<file path="config.mk">
export PLATFORM = sky130hd
export DESIGN_NAME = rs232_rx_ctrl_flat
export DESIGN_NICKNAME = d
export VERILOG_FILES = /design/src/rtl/rs232_pkg.sv /design/src/rtl/rs232_rx_ctrl_if.sv /design/src/rtl/rs232_rx_fifo.sv /design/src/rtl/rs232_rx_ctrl.sv /design/src/flat_wrapper.sv
export SDC_FILE = /design/constraint.sdc
export NUM_CORES = 1
export LEC_CHECK = 0
export ABC_AREA = 1
export CAP_MARGIN = 25
export CELL_PAD_IN_SITES_DETAIL_PLACEMENT = 0
export CELL_PAD_IN_SITES_GLOBAL_PLACEMENT = 1
export CORE_ASPECT_RATIO = 0.7
export CORE_MARGIN = 2
export CORE_UTILIZATION = 35
export CTS_BUF_LIST = sky130_fd_sc_hd__clkbuf_4
export DETAILED_ROUTE_END_ITERATION = 16
export HOLD_SLACK_MARGIN = 0.08
export PLACE_DENSITY_LB_ADDON = 0.1
export SYNTH_ARGS = -nofsm -noshare
export SYNTH_HDL_FRONTEND = slang
export SYNTH_SLANG_ARGS = --single-unit
</file>
<file path="constraint.sdc">
create_clock -name clk -period 6.3 [get_ports clk]
set_clock_uncertainty 0.2 [all_clocks]
set_input_delay 0.63 -clock clk [delete_from_list [all_inputs] [get_ports clk]]
set_output_delay 0.63 -clock clk [all_outputs]
set_load 0.005 [all_outputs]
</file>
<file path="src/rtl/rs232_pkg.sv">
// Shared types and constants for the RS232 receive controller.
package rs232_pkg;
    localparam int BYTE_W        = 8;
    localparam int DEFAULT_DEPTH = 16;

    typedef enum logic [1:0] {
        IDLE = 2'd0,
        ACK  = 2'd1,
        WAIT = 2'd2
    } rx_state_e;
endpackage

</file>
<file path="src/rtl/rs232_rx_ctrl_if.sv">
// Receiver handshake plus processor-side status/data bundle; rts exists only with RS232_RX_RTS_EN.
interface rs232_rx_ctrl_if import rs232_pkg::*; #(parameter int AW = 4);
    logic              rx_rdy;
    logic [BYTE_W-1:0] rx_data;
    logic              rx_done;
    logic              rd;
    logic [BYTE_W-1:0] rd_data;
    logic              avail;
    logic [AW:0]       count;
    logic              overrun;
    logic              clr_ovr;
`ifdef RS232_RX_RTS_EN
    logic              rts;

    modport master (output rx_rdy, rx_data, rd, clr_ovr,
                    input  rx_done, rd_data, avail, count, overrun, rts);
    modport slave  (input  rx_rdy, rx_data, rd, clr_ovr,
                    output rx_done, rd_data, avail, count, overrun, rts);
`else
    modport master (output rx_rdy, rx_data, rd, clr_ovr,
                    input  rx_done, rd_data, avail, count, overrun);
    modport slave  (input  rx_rdy, rx_data, rd, clr_ovr,
                    output rx_done, rd_data, avail, count, overrun);
`endif
endinterface

</file>
<file path="src/rtl/rs232_rx_fifo.sv">
// First-word-fall-through byte FIFO; caller guarantees push only when not full or popping.
module rs232_rx_fifo import rs232_pkg::*; #(
    parameter int DEPTH = DEFAULT_DEPTH,
    parameter int AW    = 4
) (
    input  logic              clk,
    input  logic              rst,
    input  logic              push,
    input  logic              pop,
    input  logic [BYTE_W-1:0] wdata,
    output logic [BYTE_W-1:0] head,
    output logic [AW:0]       count,
    output logic [AW:0]       count_nxt,
    output logic              full,
    output logic              empty
);
    localparam logic [AW:0] DEPTH_C = (AW+1)'(DEPTH);

    logic [BYTE_W-1:0] mem [DEPTH];
    logic [AW-1:0]     wptr;
    logic [AW-1:0]     rptr;

    always_comb begin
        count_nxt = count;
        if (push && !pop)
            count_nxt = count + 1'b1;
        else if (pop && !push)
            count_nxt = count - 1'b1;
    end

    always_ff @(posedge clk) begin
        if (rst) begin
            wptr  <= '0;
            rptr  <= '0;
            count <= '0;
        end else begin
            if (push) wptr <= wptr + 1'b1;
            if (pop)  rptr <= rptr + 1'b1;
            count <= count_nxt;
        end
    end

    // Storage is not reset; contents are only visible once count says so.
    always_ff @(posedge clk) begin
        if (push) mem[wptr] <= wdata;
    end

    assign head  = mem[rptr];
    assign full  = (count == DEPTH_C);
    assign empty = (count == '0);
endmodule

</file>
<file path="src/rtl/rs232_rx_ctrl.sv">
// RS232 receive controller: acks each byte once, buffers into a FIFO, tracks overrun.
// Optional RS232_RX_RTS_EN adds a registered rts flow-control output.
module rs232_rx_ctrl import rs232_pkg::*; #(
    parameter int DEPTH      = DEFAULT_DEPTH,
    parameter int AW         = 4,
    parameter int RTS_MARGIN = 4
) (
    input logic             clk,
    input logic             rst,
    rs232_rx_ctrl_if.slave  bus
);
    rx_state_e   state, state_nxt;
    logic        capture, push, pop, full, empty;
    logic [AW:0] count_nxt;

    always_ff @(posedge clk) begin
        if (rst) state <= IDLE;
        else     state <= state_nxt;
    end

    always_comb begin
        state_nxt = state;
        capture   = 1'b0;
        case (state)
            IDLE: if (bus.rx_rdy) begin
                capture   = 1'b1;
                state_nxt = ACK;
            end
            ACK:  state_nxt = WAIT;
            WAIT: if (!bus.rx_rdy) state_nxt = IDLE;
            default: state_nxt = IDLE;
        endcase
    end

    // A pop in the same cycle frees the slot, so a full FIFO can still accept.
    assign pop  = bus.rd && !empty;
    assign push = capture && (!full || pop);

    rs232_rx_fifo #(.DEPTH(DEPTH), .AW(AW)) u_fifo (
        .clk       (clk),
        .rst       (rst),
        .push      (push),
        .pop       (pop),
        .wdata     (bus.rx_data),
        .head      (bus.rd_data),
        .count     (bus.count),
        .count_nxt (count_nxt),
        .full      (full),
        .empty     (empty)
    );

    assign bus.avail = !empty;

    always_ff @(posedge clk) begin
        if (rst) begin
            bus.rx_done <= 1'b0;
            bus.overrun <= 1'b0;
        end else begin
            bus.rx_done <= (state_nxt == ACK);
            if (capture && !push)
                bus.overrun <= 1'b1;
            else if (bus.clr_ovr)
                bus.overrun <= 1'b0;
        end
    end

`ifdef RS232_RX_RTS_EN
    localparam logic [AW:0] DEPTH_C  = (AW+1)'(DEPTH);
    localparam logic [AW:0] MARGIN_C = (AW+1)'(RTS_MARGIN);

    always_ff @(posedge clk) begin
        if (rst) bus.rts <= 1'b1;
        else     bus.rts <= ((DEPTH_C - count_nxt) > MARGIN_C);
    end
`endif
endmodule

</file>
<file path="src/flat_wrapper.sv">
// flat-port wrapper written by rule: the top's interface ports become plain ports
module rs232_rx_ctrl_flat import rs232_pkg::*;
#(
    parameter int DEPTH      = DEFAULT_DEPTH,
    parameter int AW         = 4,
    parameter int RTS_MARGIN = 4
)
  (clk, rst, bus_rx_rdy, bus_rx_data, bus_rd, bus_clr_ovr, bus_rx_done, bus_rd_data, bus_avail, bus_count, bus_overrun);
  rs232_rx_ctrl_if #(.AW(AW)) bus_i ();
  input logic clk;
  input logic rst;
  input wire logic [$bits(bus_i.rx_rdy)-1:0] bus_rx_rdy;
  input wire logic [$bits(bus_i.rx_data)-1:0] bus_rx_data;
  input wire logic [$bits(bus_i.rd)-1:0] bus_rd;
  input wire logic [$bits(bus_i.clr_ovr)-1:0] bus_clr_ovr;
  output wire logic [$bits(bus_i.rx_done)-1:0] bus_rx_done;
  output wire logic [$bits(bus_i.rd_data)-1:0] bus_rd_data;
  output wire logic [$bits(bus_i.avail)-1:0] bus_avail;
  output wire logic [$bits(bus_i.count)-1:0] bus_count;
  output wire logic [$bits(bus_i.overrun)-1:0] bus_overrun;
  assign bus_i.rx_rdy = bus_rx_rdy;
  assign bus_i.rx_data = bus_rx_data;
  assign bus_i.rd = bus_rd;
  assign bus_i.clr_ovr = bus_clr_ovr;
  assign bus_rx_done = bus_i.rx_done;
  assign bus_rd_data = bus_i.rd_data;
  assign bus_avail = bus_i.avail;
  assign bus_count = bus_i.count;
  assign bus_overrun = bus_i.overrun;
  rs232_rx_ctrl #(.DEPTH(DEPTH), .AW(AW), .RTS_MARGIN(RTS_MARGIN)) u_core (.clk(clk), .rst(rst), .bus(bus_i));
endmodule
</file>
==> results.tsv, run 1 <==
metric	value	unit
status	completed	
Die Height	117	um
TritonCTS buffer count	17	
Synthesized Nets	597	
Total Neg Setup Slack	0	ns
Max Clock Freq	249	MHz
gpl congestion	0.743	
hold path startpoint	u_core.state[1]	
RSZ-0062 raised after global routing	no	
share of cells above drive strength 1	0.0982	
Worst R2R Path Depth	13	
sequential area share after synthesis	0.672	
antenna violations before repair	0	
clk root buf	clkbuf_4	
MaxCap Viol Count	0	
Worst EP arrival	3.19	ns
Worst-Margin Slew	0.899	ns
FF+latch count, synth	149	
Overflow after GRT	0	
port buffer count	28	
Syn Std Cell Area	0.00634	sq mm
worst setup margin	2.28	ns
Hold Path Cell Cnt	1	
simple-gate area share of the yosys netlist	0.175	
critical path capture point type	output pin	
R2R Path End	u_core.u_fifo.count[3]	
Post-CTS Hold Fix Bufs	0	
maximum VDD drop	139	uV
XOR/XNOR share of the synthesized area	0.00967	
Post-DRT Antenna Nets	0	
Initial Util	0.354	
Crit Path Class	register to output pin	
reg-to-reg startpoint	u_core.u_fifo.count[1]	
number of synthesis warnings	0	
H-tree depth	4	
Fillers	1745	
clock slew at reported path FFs	0.13	ns
Post-DP Area	0.00686	sq mm
post-route cell area	0.00718	sq mm
post-synthesis compound-gate area fraction	0.0643	
Syn Area/Cell	11.0	sq um
clk buf depth	2	
Worst setup SP type	register	
Final Max Tran Viols	0	
initial DRC count	372	
die width	165	um
Sequential cell area	0.00427	sq mm
final setup fails	0	
Tcrit/Tclk final	0.638	
Cells after Synth	574	
row count	41	
nets	631	
DRC Markers	0	
Final HPWL DP	9.62	mm
adder-cell share of the synthesized area	0.0209	
mux cell area share after synthesis	0	
total track usage	0.169	
vias in the first global route	3994	
Via Count	4071	
hold endpoint	u_core.state[1]	
Worst Path Max Fanout	52	
drt total wl	15.2	mm
largest net degree at the start of global routing	53	
Leak	2.63	nW
post-cts repair resize count	0	
drt via density	4.75	
global-route wire length before repair	23.5	mm
post-CTS setup buffers	0	
PD cells	352	mW/mm^2
# IOs	29	
Area Growth Syn to Fin	13.3	%
Worst EP required	5.47	ns
fin crit period	4.02	ns
Worst-Skew Late Latency	0.54	ns
worst relative slew slack	0.397	
die area	0.0192	sq mm
Multi-input gate area	0.00173	sq mm
r2r setup slk	3.46	ns
DP Cell Count	825	
Worst Hold Class	register to register	
post-place setup slack	2.87	ns
TritonRoute pass-1 iters	4	
Diodes inserted	0	
largest family of logic cells by synthesized area	simple AND/OR/NAND/NOR gates	
final cell count without fillers	857	
Routed WL per cell	17.7	um
TritonCTS clock tree	built	
TritonCTS Sinks	149	
core box area	0.0179	sq mm
final hold vios	0	
synth unique cells	27	
-- Yosys cell counts --
master / n / area, sq um
inv_2: 3 / 11.3
nand3_1: 54 / 270
xnor2_1: 2 / 17.5
ha_1: 9 / 113
nand2_1: 120 / 450
o31ai_1: 1 / 7.51
inv_1: 43 / 161
dfxtp_1: 21 / 420
clkbuf_1: 4 / 15.0
xor2_1: 5 / 43.8
nor2_1: 74 / 278
o211ai_2: 2 / 25.0
nor3_1: 16 / 80.1
edfxtp_1: 128 / 3840
buf_6: 10 / 113
o21ai_0: 33 / 165
o211ai_1: 19 / 143
a21oi_1: 8 / 40.0
buf_4: 1 / 7.51
nand2_2: 2 / 12.5
buf_2: 11 / 55.1
a21oi_2: 2 / 17.5
fa_1: 1 / 20.0
o21ai_1: 2 / 10.0
nand3_2: 1 / 10.0
nor2_2: 1 / 6.26
clkbuf_2: 1 / 5.00
-- placed cells by master, fill, tap and decap left out --
cell type / synthesis / final
xnor2_1: 2 / 2
nor2_1: 74 / 74
dfxtp_2: 0 / 1
buf_12: 0 / 1
o21ai_0: 33 / 33
clkinv_2: 0 / 3
o211ai_1: 19 / 19
clkinv_1: 0 / 1
o31ai_1: 1 / 1
inv_2: 3 / 3
nand2_2: 2 / 2
a21oi_1: 8 / 8
clkbuf_4: 0 / 19
bufinv_16: 0 / 4
nor3_1: 16 / 12
clkinvlp_4: 0 / 1
ha_1: 9 / 9
clkinv_4: 0 / 3
dfxtp_1: 21 / 20
nand3_2: 1 / 1
buf_4: 1 / 13
o21ai_1: 2 / 2
nand3_1: 54 / 54
edfxtp_1: 128 / 128
inv_1: 43 / 43
o211ai_2: 2 / 2
clkdlybuf4s50_1: 0 / 28
inv_6: 0 / 1
a21oi_2: 2 / 2
xor2_1: 5 / 5
nand2_1: 120 / 120
nor3_2: 0 / 4
nor2_2: 1 / 1
fa_1: 1 / 1
-- sequential cells by signal, summed over array words and instances, names as in the netlist, named ones only --
signal / flops
u_core.u_fifo.mem: 128
u_core.u_fifo.rptr: 4
u_core.state: 2
u_core.bus.overrun: 1
u_core.bus.rx_done: 1
u_core.u_fifo.wptr: 4
u_core.u_fifo.count: 5
-- power by group --
| group | switching [mW] | internal (mW) | leakage, nW |
|---|---|---|---|
| Combinational | 0.417 | 0.270 | 1.12 |
| Clock | 0.348 | 0.323 | 0.174 |
| Sequential | 0.0627 | 1.11 | 1.33 |
| Total | 0.828 | 1.70 | 2.63 |
-- layout make-up --
| cell class | count | area share |
|---|---|---|
| sequential | 149 | 0.594 |
| clock buffer | 19 | 0.0199 |
| tap | 236 | 0.0411 |
| inverter | 46 | 0.0240 |
| multi-input combinational | 352 | 0.241 |
| clock inverter | 13 | 0.0253 |
| timing repair buffer | 42 | 0.0554 |
-- how the worst max path moves through the flow --
stage / start / endpoint / slack, ns / depth (start not counted)
final: register / bus_rd_data[2] / 2.28 / 8
after global routing: register / bus_rd_data[1] / 1.97 / 8
after CTS: register / bus_rd_data[1] / 2.23 / 8
after detailed placement: register / bus_rd_data[1] / 2.87 / 8
after global placement: register / bus_rd_data[1] / 2.87 / 8
after floorplan: bus_rx_rdy / u_core.u_fifo.count[3] / 3.90 / 13
-- cells by family (layout without fill, tap and decap cells) --
group,count (synthesis),after routing
flops,149,149
compound gates,67,67
fa+ha+maj,10,10
buf+inv,73,120
xor+xnor,7,7
simple gates,268,268
-- per-layer routing --
metal	wire length, um	global-route usage	share of wire
met4	101	0.0313	0.0067
met3	515	0.0437	0.034
met5	0	0	0
met1	7920	0.245	0.52
met2	6640	0.257	0.44
-- worst max-delay path, stage by stage, from the launching register on --
cell	delay (ns)
dfxtp_2	0.77
buf_4	0.60
nor2_1	0.10
nor2_1	0.09
o21ai_0	0.08
nand3_1	0.13
nand3_1	0.18
nand2_1	0.15
clkdlybuf4s50_1	0.51
-- per-stage QoR --
stage / utilization / power [mW] / hold slack [ns]
after floorplan: - / 1.65 / 0.222
after global placement: 0.382 / 1.87 / 0.237
after detailed placement: 0.383 / 1.88 / 0.260
after CTS: 0.401 / 2.55 / 0.279
after global routing: 0.401 / 2.69 / 0.301
final: 0.401 / 2.53 / 0.273
No activity file was read; power rests on OpenSTA's default activity.
==> run 2, diff against run 1 <==
clock period = 3.7 ns   (was 6.3 ns; I/O delays follow)
==> results.tsv, run 2 (synthesized netlist as in run 1, its figures left out) <==
metric	value	unit
Routed WL per cell	16.8	um
Hold Path Cell Cnt	3	
commonest non-fill, non-tap cell in the layout	edfxtp_1	
Final Util	0.399	
Worst EP required	3.13	ns
Combinational Power Share	0.300	
clock slew at reported path FFs	0.13	ns
TritonRoute pass-1 iters	4	
antenna violations before repair	0	
Area Growth Syn to Fin	12.8	%
row count	41	
Max Clock Freq	305	MHz
Crit Path Class	register to output pin	
post-route cell area	0.00715	sq mm
vias in the first global route	4010	
DRC Markers	0	
die width	165	um
Worst EP arrival	2.71	ns
Worst-Skew Late Latency	0.55	ns
gpl congestion	0.751	
RSZ-0062 raised after global routing	no	
Final HPWL DP	9.32	mm
nets	641	
TritonCTS Sinks	149	
port buffer count	28	
Fillers	1721	
Tcrit/Tclk final	0.887	
largest net degree at the start of global routing	86	
clk buf depth	2	
global-route wire length before repair	22.7	mm
internal power	2.63	mW
Worst Hold Class	primary input to register	
die area	0.0192	sq mm
max reg flops	128	
initial DRC count	302	
Post-DP Area	0.00692	sq mm
maximum VDD drop	426	uV
final hold vios	0	
final setup fails	0	
TritonCTS buffer count	17	
core box area	0.0179	sq mm
Worst Path Max Fanout	27	
r2r setup slk	0.95	ns
Clock power frac	0.215	
Diodes inserted	0	
clk root buf	clkbuf_4	
Tot Pwr	4.03	mW
drt total wl	14.5	mm
# IOs	29	
Final Max Tran Viols	0	
worst relative slew slack	0.335	
Post-CTS Hold Fix Bufs	0	
hold_ws	0.215	ns
reg-to-reg startpoint	u_core.u_fifo.count[1]	
P_sw	1.40	mW
critical path capture point type	output pin	
total track usage	0.165	
Via Count	4090	
drt via density	4.72	
Overflow after GRT	0	
Biggest register	u_core.u_fifo.mem	
Worst setup SP type	register	
hold endpoint	u_core.state[1]	
Worst-Margin Slew	0.989	ns
biggest registers after layout	u_core.u_fifo.mem: 128 flops, u_core.u_fifo.count: 5 flops	
hold path startpoint	bus_rx_rdy	
Leak	2.63	nW
post-cts repair resize count	0	
share of cells above drive strength 1	0.105	
Reg power frac	0.485	
Total Neg Setup Slack	0	ns
MaxCap Viol Count	0	
PD cells	563	mW/mm^2
post-CTS setup buffers	0	
R2R Path End	u_core.u_fifo.count[3]	
Die Height	117	um
TritonCTS clock tree	built	
Post-DRT Antenna Nets	0	
Worst R2R Path Depth	13	
status	completed	
fin crit period	3.28	ns
H-tree depth	4	
Switching Fraction	0.348	
most frequent cells in the layout	edfxtp_1 (128), nand2_1 (120), nor2_1 (74)	
Initial Util	0.354	
## run 2: cell count changes in the layout (fill, tap and decap cells not counted), sizes merged
cell | before | now
clkinv | 7 | 10
bufinv | 4 | 0
clkbuf | 19 | 17
inv | 47 | 48
buf | 14 | 24
clkinvlp | 1 | 3
## run 2: per-layer routing
layer | track usage | part of all wire
met1 | 0.234 | 0.52
met2 | 0.247 | 0.44
met3 | 0.0373 | 0.028
met4 | 0.0649 | 0.014
met5 | 0 | 0
## run 2: worst max-delay path: stages, from the launching register on
cell	delay [ns]
dfxtp_1	0.48
inv_2	0.29
buf_4	0.29
nor2_1	0.11
o21ai_0	0.09
nand3_1	0.10
nand3_1	0.16
nand2_1	0.14
clkdlybuf4s50_1	0.50
## run 2: worst max-delay path by stage
stage | slack [ns] | startpoint | endpoint | cells after the start
after floorplan | 1.51 | u_core.u_fifo.count[0] | u_core.u_fifo.count[3] | 12
after global placement | 0.72 | bus_rx_rdy | u_core.u_fifo.count[3] | 14
after detailed placement | 0.66 | bus_rd | u_core.u_fifo.count[3] | 14
after CTS | 0.35 | register | bus_rd_data[5] | 8
after global routing | 0.21 | register | bus_rd_data[5] | 8
final | 0.42 | register | bus_rd_data[5] | 8
## run 2: stage by stage
stage | setup slack [ns] | instances
after floorplan | 1.51 | 574
after global placement | 0.724 | 835
after detailed placement | 0.657 | 835
after CTS | 0.351 | 867
after global routing | 0.211 | 867
final | 0.417 | 867
## run 2: power groups by stage
stage / Sequential, mW / Clock, mW / Combinational [mW]
after global placement: 1.99 / 0 / 1.21
after CTS: 1.95 / 0.904 / 1.22
after floorplan: 1.97 / 0 / 0.830
after detailed placement: 1.99 / 0 / 1.22
after global routing: 1.96 / 0.970 / 1.37
final: 1.95 / 0.868 / 1.21
## run 2: layout make-up
| cell class | instances | area [sq um] | area share |
|---|---|---|---|
| Sequential cell | 149 | 4270 | 0.596 |
| Multi-Input combinational cell | 352 | 1710 | 0.239 |
| Tap cell | 236 | 295 | 0.0413 |
| Inverter | 46 | 173 | 0.0241 |
| Clock buffer | 17 | 128 | 0.0178 |
| Timing Repair Buffer | 52 | 473 | 0.0661 |
| Clock inverter | 15 | 109 | 0.0152 |
==> run 3, diff against run 2 <==
clock period = 2.88 ns   (was 3.7 ns; I/O delays follow)
==> results.tsv, run 3 (synthesized netlist as in run 1, its figures left out) <==
metric	value	unit
status	completed	
initial DRC count	321	
clock slew at reported path FFs	0.12	ns
maximum VDD drop	291	uV
Die Height	117	um
Worst EP required	2.39	ns
final setup fails	0	
# IOs	29	
H-tree depth	4	
Worst-Skew Late Latency	0.56	ns
drt total wl	15.9	mm
antenna violations before repair	1	
final hold vios	0	
nets	663	
CP max-delay cell	clkdlybuf4s50_1	
Top delay family on crit path	buffers and inverters	
Routed WL per cell	17.9	um
Multi-input gate area	0.00176	sq mm
Worst setup SP type	register	
Worst Path Max Fanout	7	
TritonRoute pass-1 iters	5	
DRC Markers	0	
hold_ws	0.166	ns
Initial Util	0.354	
Biggest register	u_core.u_fifo.mem	
PD cells	783	mW/mm^2
total track usage	0.178	
port buffer count	28	
CP bufs+invs	3	
max reg flops	128	
Worst-Margin Slew	0.742	ns
die width	165	um
gpl congestion	0.742	
Overflow after GRT	0	
worst relative slew slack	0.504	
Post-DRT Antenna Nets	0	
TritonCTS clock tree	built	
commonest non-fill, non-tap cell in the layout	edfxtp_1	
Area Growth Syn to Fin	21.0	%
MaxCap Viol Count	0	
clk root buf	clkbuf_4	
vias in the first global route	4155	
die area	0.0192	sq mm
Top cell by count, worst path	nor2_1	
Final Max Tran Viols	0	
biggest registers after layout	u_core.u_fifo.mem: 128 flops, u_core.u_fifo.count: 5 flops	
critical path capture point type	output pin	
Leak	2.89	nW
Fillers	1684	
most frequent cells in the layout	edfxtp_1 (128), nand2_1 (119), nor2_1 (74)	
Diodes inserted	0	
share of cells above drive strength 1	0.155	
Worst EP arrival	2.33	ns
global-route wire length before repair	24.4	mm
TritonCTS buffer count	17	
met2 routed WL	7.05	mm
worst-path cell chain	buf_12 > buf_4 > nor2_1 > nor2_1 > o21ai_1 > nand3_1 > nand3_2 > nand2_2 > clkdlybuf4s50_1	
largest stage delay on the critical path	0.51	ns
r2r setup slk	0.45	ns
TritonCTS Sinks	149	
clk buf depth	2	
drt via density	4.80	
Final Util	0.429	
core box area	0.0179	sq mm
Final HPWL DP	9.97	mm
RSZ-0062 raised after global routing	yes	
wl on met1	7.94	mm
Crit Path Class	register to output pin	
Max Clock Freq	355	MHz
DR top layer	met4	
Tcrit/Tclk final	0.977	
fin crit period	2.81	ns
Via Count	4263	
met3 WL	804	um
Worst Hold Class	primary input to register	
row count	41	
largest net degree at the start of global routing	26	
Sequential cell area	0.00427	sq mm
==> run 3: cell types whose count changed in the layout (fill, tap and decap cells not counted), moves of 3 or more <==
cell / delta
bufinv_16: +5
nand3_1: -9
nand3_2: +9
buf_12: +7
clkinv_4: -3
buf_4: +9
==> run 3: tightest hold or removal path, delay by kind of cell <==
kind                   cells  cell delay, ns
buffers and inverters      1            0.40
AND/OR/NAND/NOR            2            0.15
AO/OA/AOI/OAI              1            0.06
==> run 3: stage by stage <==
step | power [mW] | instances | setup TNS (ns) | worst slack (ns) | area (sq um)
6_report | 6.01 | 889 | 0 | 0.0664 | 7670
5_1_grt | 6.36 | 889 | -0.406 | -0.0915 | 7670
4_1_cts | 5.93 | 884 | 0 | 0.00265 | 7530
3_5_place_dp | 4.19 | 842 | 0 | 0.211 | 6980
3_3_place_gp | 4.18 | 842 | 0 | 0.221 | 6980
2_1_floorplan | 3.60 | 574 | 0 | 0.690 | 6340
==> run 3: area by class of cell <==
type / instances / area share
Inverter: 46 / 0.0236
Timing Repair Buffer: 74 / 0.106
Clock buffer: 19 / 0.0186
Sequential cell: 149 / 0.557
Clock inverter: 13 / 0.0269
Tap cell: 236 / 0.0385
Multi-Input combinational cell: 352 / 0.229
==> run 3: power breakdown <==
| part | internal [mW] | total, mW | leakage [nW] | switching (mW) |
|---|---|---|---|---|
| clock network | 0.792 | 1.55 | 0.172 | 0.755 |
| logic | 0.877 | 1.94 | 1.39 | 1.06 |
| registers | 2.43 | 2.53 | 1.33 | 0.0956 |
==> run 3: path summary, 6_finish.rpt <==
kind,start,depth (start not counted),endpoint
hold / removal,bus_clr_ovr,4,u_core.bus.overrun
setup reg to reg,u_core.u_fifo.count[1],13,u_core.u_fifo.count[4]
hold reg to reg,u_core.state[1],1,u_core.state[1]
setup / recovery,register,9,bus_rd_data[5]
==> run 3: repair_timing <==
action                                  4_1_cts  5_1_grt
cloned                                        3        1
endpoints found under the setup margin        8        8
buffers inserted                              6        4
gates resized for setup                      14       18
pin swaps                                     1        6
hold endpoints to repair                      1        0
hold buffers                                  1        0
==> run 3: metal layers <==
metal	global-route usage	vias to the layer above
li1	-	2102
met1	0.262	2053
met4	0.0539	0
met3	0.0341	12
met5	0	-
met2	0.269	96
